$ cat src/rtl/text_input_ctrl.sv
// Key-code front end for the text editor: tracks the cursor on the character grid and
// turns accepted keys into single-cycle cell writes or clear requests, stalling for the wipe.
module text_input_ctrl #(
    parameter int          COLS         = 20,
    parameter int          ROWS         = 15,
    parameter int          CLEAR_CYCLES = 512,
    parameter logic [7:0]  BLANK        = 8'h20
) (
    input  logic       clk,
    input  logic       rst,
    input  logic       key_valid,
    input  logic [7:0] key_code,
    output logic       key_ready,
    output logic [8:0] write_addr,
    output logic [7:0] write_in_data,
    output logic       write_ready,
    output logic       clear_data,
    output logic [3:0] cursor_row,
    output logic [4:0] cursor_col
);
    localparam int         CW       = (CLEAR_CYCLES > 2) ? $clog2(CLEAR_CYCLES) : 1;
    localparam logic [4:0] LAST_COL = 5'(COLS - 1);
    localparam logic [3:0] LAST_ROW = 4'(ROWS - 1);

    typedef enum logic [1:0] {IDLE, WRITE, CLEAR_WAIT} state_t;

    state_t         r_state, w_state_nxt;
    logic [CW-1:0]  r_cnt, w_cnt_nxt;
    logic [3:0]     r_row, w_row_nxt;
    logic [4:0]     r_col, w_col_nxt;
    logic [8:0]     r_addr, w_addr_nxt;
    logic [7:0]     r_data, w_data_nxt;
    logic           r_wr, w_wr_nxt;
    logic           r_clr, w_clr_nxt;

    logic w_accept, w_printable, w_bs, w_clear;

    assign w_accept    = key_valid & key_ready;
    assign w_printable = (key_code >= 8'h20) && (key_code <= 8'h7E);
    assign w_bs        = (key_code == 8'h08);
    assign w_clear     = (key_code == 8'h1B);

    always_ff @(posedge clk) begin
        if (rst) r_state <= IDLE;
        else     r_state <= w_state_nxt;
    end

    always_comb begin
        w_state_nxt = r_state;
        case (r_state)
            IDLE: begin
                if (w_accept) begin
                    if (w_printable || w_bs) w_state_nxt = WRITE;
                    else if (w_clear)        w_state_nxt = CLEAR_WAIT;
                end
            end
            WRITE:      w_state_nxt = IDLE;
            CLEAR_WAIT: if (r_cnt == '0) w_state_nxt = IDLE;
            default:    w_state_nxt = IDLE;
        endcase
    end

    // Datapath next values; strobes default low so they last exactly one cycle.
    always_comb begin
        w_row_nxt  = r_row;
        w_col_nxt  = r_col;
        w_addr_nxt = r_addr;
        w_data_nxt = r_data;
        w_cnt_nxt  = r_cnt;
        w_wr_nxt   = 1'b0;
        w_clr_nxt  = 1'b0;
        if (r_state == CLEAR_WAIT && r_cnt != '0)
            w_cnt_nxt = r_cnt - 1'b1;
        if (w_accept) begin
            if (w_printable) begin
                w_wr_nxt   = 1'b1;
                w_addr_nxt = {r_row, r_col};
                w_data_nxt = key_code;
                if (r_col != LAST_COL) begin
                    w_col_nxt = r_col + 1'b1;
                end else if (r_row != LAST_ROW) begin
                    w_col_nxt = '0;
                    w_row_nxt = r_row + 1'b1;
                end
            end else if (w_bs) begin
                w_wr_nxt   = 1'b1;
                w_data_nxt = BLANK;
                w_addr_nxt = {r_row, r_col};
                if (r_col != '0) begin
                    w_col_nxt  = r_col - 1'b1;
                    w_addr_nxt = {r_row, r_col - 5'd1};
                end else if (r_row != '0) begin
                    w_row_nxt  = r_row - 1'b1;
                    w_col_nxt  = LAST_COL;
                    w_addr_nxt = {r_row - 4'd1, LAST_COL};
                end
            end else begin
                case (key_code)
                    8'h0D: begin
                        w_col_nxt = '0;
                        if (r_row != LAST_ROW) w_row_nxt = r_row + 1'b1;
                    end
                    8'h11: if (r_col != '0)       w_col_nxt = r_col - 1'b1;
                    8'h12: if (r_col != LAST_COL) w_col_nxt = r_col + 1'b1;
                    8'h13: if (r_row != '0)       w_row_nxt = r_row - 1'b1;
                    8'h14: if (r_row != LAST_ROW) w_row_nxt = r_row + 1'b1;
                    8'h1B: begin
                        w_clr_nxt = 1'b1;
                        w_row_nxt = '0;
                        w_col_nxt = '0;
                        w_cnt_nxt = CW'(CLEAR_CYCLES - 1);
                    end
                    default: ;
                endcase
            end
        end
    end

    always_ff @(posedge clk) begin
        if (rst) begin
            r_row  <= '0;
            r_col  <= '0;
            r_addr <= '0;
            r_data <= '0;
            r_cnt  <= '0;
            r_wr   <= 1'b0;
            r_clr  <= 1'b0;
        end else begin
            r_row  <= w_row_nxt;
            r_col  <= w_col_nxt;
            r_addr <= w_addr_nxt;
            r_data <= w_data_nxt;
            r_cnt  <= w_cnt_nxt;
            r_wr   <= w_wr_nxt;
            r_clr  <= w_clr_nxt;
        end
    end

    assign key_ready     = (r_state == IDLE) & ~rst;
    assign write_addr    = r_addr;
    assign write_in_data = r_data;
    assign write_ready   = r_wr;
    assign clear_data    = r_clr;
    assign cursor_row    = r_row;
    assign cursor_col    = r_col;
endmodule

$ cat config.mk
export PLATFORM = sky130hd
export DESIGN_NAME = text_input_ctrl
export DESIGN_NICKNAME = d
export VERILOG_FILES = /design/src/rtl/text_input_ctrl.sv
export SDC_FILE = /design/constraint.sdc
export NUM_CORES = 1
export LEC_CHECK = 0
export ABC_AREA = 1
export BUFFER_PORTS_ARGS = -buffer_cell sky130_fd_sc_hd__buf_2
export CELL_PAD_IN_SITES_DETAIL_PLACEMENT = 2
export CELL_PAD_IN_SITES_GLOBAL_PLACEMENT = 2
export CORE_MARGIN = 2
export CORE_UTILIZATION = 30
export DETAILED_ROUTE_END_ITERATION = 6
export GPL_TIMING_DRIVEN = 0
export PLACE_DENSITY_LB_ADDON = 0.1
export SYNTH_ARGS = -nofsm -noshare
export SYNTH_HDL_FRONTEND = slang
export SYNTH_SLANG_ARGS = --single-unit
$ cat constraint.sdc
create_clock -name clk -period 2.34 [get_ports clk]
set_clock_uncertainty 0.2 [all_clocks]
set_input_delay 0 -clock clk [delete_from_list [all_inputs] [get_ports clk]]
set_output_delay 0 -clock clk [all_outputs]
set_load 0.05 [all_outputs]
==> qor.yml <==
clock_network:
  clock_path_buffers: 2
  clkTransAtPathRegs_ps: 90
  cts_tree: "done"
  clock-sinks: 39
  cts_resized: 0
  cts_root_buf: "clkbuf_8"
  h-tree-depth: 2
  numCtsBuffers: 5
  clk_latency_ps: 300
placed_design:
  globalplace.congestion: 0.7997
  dpl_cell_area_um2: 2910
  dp_hpwl_um: 6549
  numPortBuffers: 39
grt:
  grt_use_met3_pct: 2.890
  grtUsageTotal_pct: 19.46
  grt_max_degree: 14
  grt_pass1_wl_um: 14950
  grt_busiest_layer: "met2"
  grt_pass1_vias: 2966
  antenna_found_initial: 0
  grtUsageMet1_pct: 25.23
  use_met2_pct: 34.19
  globalRouteOverflowTotal: 0
finish:
  final_cell_area_um2: 3113
  area_growth_pct: 20.48
  fill_cells: 1053
  fin_nets: 481
  diodes: 0
  drive_gt1_share_pct: 17.53
synthesis:
  ys_seq_elements: 39
  synth_fp_nets: 426
  synthXorXnorAreaFrac_pct: 5.424
  ys.flop_type: "dfxtp_1"
  synthDistinctLibCells: 32
  synthMuxAreaShare_pct: 0
  postSynthAreaPerCell_um2: 6.364
  async_flop_share_pct: 0
  synth_edf_count: 0
  ys_warn_count: 0
  syn_inst: 406
  synthSimpleGateAreaFrac_pct: 38.40
  ys_seq_area_share_pct: 30.22
  synth_top_family_by_area: "simple AND/OR/NAND/NOR gates"
  synth_adder_area_share_pct: 4.358
  synth-compound-area-share_pct: 11.23
  netlist_area_um2: 2584
setup_path:
  r2r_slack_ps: 260
  crit_arrival_ps: 2120
  worst_r2r_startpoint: "cursor_row[0]$_SDFFE_PP0P_"
  endpoint_kind: "flip-flop"
  crit_type: "flip-flop to flip-flop"
  rr_endpoint: "cursor_col[0]$_SDFFE_PP0P_"
  cp-start-kind: "flip-flop"
  cp.required_ps: 2380
  rr_worst_depth: 11
  critPathMaxFanout: 10
die:
  die_x_um: 96.81
  rows: 33
  core_um2: 8299
  dieArea_um2: 9371
  initial_core_util_pct: 31.13
  dieHeight_um: 96.81
  ioPinCount: 40
run_status:
  status: "completed"
pwr:
  leakagePower_nw: 1.647
  p_per_area_nw_per_um2: 541.5
  p_int_w: 0.001114
  vdd_drop_max_mv: 0.2185
  power_frac_clock_pct: 35.1
  p_switching_w: 0.0005717
  combPwrFrac_pct: 23.2
  sw_frac_of_total_pct: 33.92
  seqPwrFrac_pct: 41.7
sta:
  setup_viol_count_final: 0
  min_period_ps: 2077
  fin_setup_tns_ps: 0
  slew_headroom_pct: 60.92
  rsz0062_at_grt: "no"
  max_freq_mhz: 481.4
  fin_crit_sh_pct: 88.77
  hold_violations: 0
  drv_slew: 0
  tightest_slew_ps: 586.1
worst_hold_path:
  hold_end: "clear_data$_SDFF_PP0_"
  hp-class: "input port to flip-flop"
  holdPathStages: 6
  hp-start: "key_code[7]"
drt:
  wl_per_cell_um: 15.27
  vias: 2758
  drc: 0
  vias_per_cell: 4.864
  drt_pass1_iterations: 4
  drtAntennaViolNets: 0
  totalWireLength_um: 8660
  drtIter0Drc: 53
run:
  maxCapViolations: 0
==> logic make-up after synthesis <==
family	Yosys count
adders and majority gates	9
and+or+nand+nor	225
buffers and inverters	65
AOI/OAI and AO/OA	52
DFF	39
xor gates and xnor gates	16
==> state kept, by name (all words and copies together) (netlist names) <==
register	cells
clear_data	1
cursor_col	5
cursor_row	4
r_cnt	9
r_state	2
write_addr	9
write_in_data	8
write_ready	1
==> metal layers <==
layer	up-vias	wire length, µm
met5	-	0
met4	0	87
met3	8	236
met2	37	4245
met1	1337	4091
li1	1376	-
==> layout by cell type, fill, tap and decap left out, types with 2 or more instances in the layout <==
cell | netlist | routed
nor2_4 | 2 | 2
nand2_1 | 123 | 123
a21oi_1 | 25 | 25
o211ai_1 | 7 | 7
o21ai_1 | 3 | 3
clkbuf_8 | 0 | 5
inv_1 | 52 | 52
ha_1 | 9 | 9
a31oi_1 | 2 | 2
o21ai_0 | 12 | 12
nand2_2 | 5 | 5
nand3_1 | 23 | 23
nor3_1 | 4 | 4
buf_6 | 2 | 2
nand3_2 | 6 | 6
nor2_1 | 49 | 49
clkinv_2 | 1 | 2
dlygate4sd3_1 | 0 | 9
xor2_1 | 16 | 16
inv_2 | 4 | 4
dfxtp_1 | 39 | 39
nand4_1 | 3 | 3
buf_2 | 3 | 42
nor2_2 | 6 | 6
==> worst max-delay path: stages, from the launching register on <==
cell and delay, ps:
dfxtp_1 480, inv_1 180, ha_1 260, nand3_2 150
nor2_1 90, nand2_1 80, nand2_1 60, nor2_2 120
nand3_4 160, nand2_1 90, nand2_1 50, nor2_1 90
==> synth_stat cells (2+ instances only) <==
| master | instances | area, µm² |
|---|---|---|
| a21oi_1 | 25 | 125.1 |
| a31oi_1 | 2 | 12.51 |
| buf_2 | 3 | 15.01 |
| buf_6 | 2 | 22.52 |
| dfxtp_1 | 39 | 780.8 |
| ha_1 | 9 | 112.6 |
| inv_1 | 52 | 195.2 |
| inv_2 | 4 | 15.01 |
| nand2_1 | 123 | 461.7 |
| nand2_2 | 5 | 31.28 |
| nand3_1 | 23 | 115.1 |
| nand3_2 | 6 | 60.06 |
| nand4_1 | 3 | 18.77 |
| nor2_1 | 49 | 183.9 |
| nor2_2 | 6 | 37.54 |
| nor2_4 | 2 | 22.52 |
| nor3_1 | 4 | 20.02 |
| o211ai_1 | 7 | 52.55 |
| o21ai_0 | 12 | 60.06 |
| o21ai_1 | 3 | 15.01 |
| xor2_1 | 16 | 140.1 |
==> through the flow <==
| step | instances | hold WS, ps | setup slack [ps] | util (%) | total power, W |
|---|---|---|---|---|---|
| floorplan | 406 | -96.95 | 164.1 | - | 0.0009875 |
| global placement | 550 | 91.13 | 299.6 | 35.07 | 0.001089 |
| detailed placement | 550 | 103.2 | 229.1 | 35.07 | 0.001101 |
| CTS | 567 | 69.82 | 194.2 | 37.51 | 0.001723 |
| global route | 567 | 125.9 | 20.15 | 37.51 | 0.001791 |
| finish | 567 | 86.75 | 262.7 | 37.51 | 0.001686 |
==> layout make-up <==
cell class,instances,area [µm²],share of cell area (%)
plain buffers,8,52.55,1.688
clock buffers,5,68.82,2.211
clock inverters,3,43.79,1.407
inverters,57,215.2,6.913
multi-input cells,302,1535,49.32
flip-flops and latches,39,780.7,25.08
well taps,105,131.4,4.220
repair buffers,48,285.3,9.164
==> worst max-delay path by stage <==
| stage | start | end | slack (ps) | cells after the start |
|---|---|---|---|---|
| 2_1_floorplan | cursor_col[0]$_SDFFE_PP0P_ | cursor_col[4]$_SDFFE_PP0P_ | 160 | 9 |
| 3_3_place_gp | cursor_row[0]$_SDFFE_PP0P_ | cursor_col[3]$_SDFFE_PP0P_ | 300 | 10 |
| 3_5_place_dp | cursor_row[0]$_SDFFE_PP0P_ | cursor_col[1]$_SDFFE_PP0P_ | 230 | 10 |
| 4_1_cts | cursor_row[0]$_SDFFE_PP0P_ | cursor_col[0]$_SDFFE_PP0P_ | 190 | 11 |
| 5_1_grt | cursor_row[0]$_SDFFE_PP0P_ | cursor_col[1]$_SDFFE_PP0P_ | 20 | 11 |
| 6_report | cursor_row[0]$_SDFFE_PP0P_ | cursor_col[0]$_SDFFE_PP0P_ | 260 | 11 |
==> repair_timing <==
action / 4_1_cts / 5_1_grt
hold buffers: 9 / 0
endpoints found under the hold margin: 14 / 0
buffers inserted: 0 / 0
==> power by group through the flow <==
stage                     Combinational (W)  Sequential (W)  Clock, W
after floorplan                    0.000205        0.000783         0
after global placement             0.000370        0.000719         0
after detailed placement           0.000382        0.000719         0
after CTS                          0.000397        0.000704  0.000622
after global routing               0.000437        0.000707  0.000647
final                              0.000391        0.000703  0.000591
Note: power is estimated with default switching activity, not from simulation.
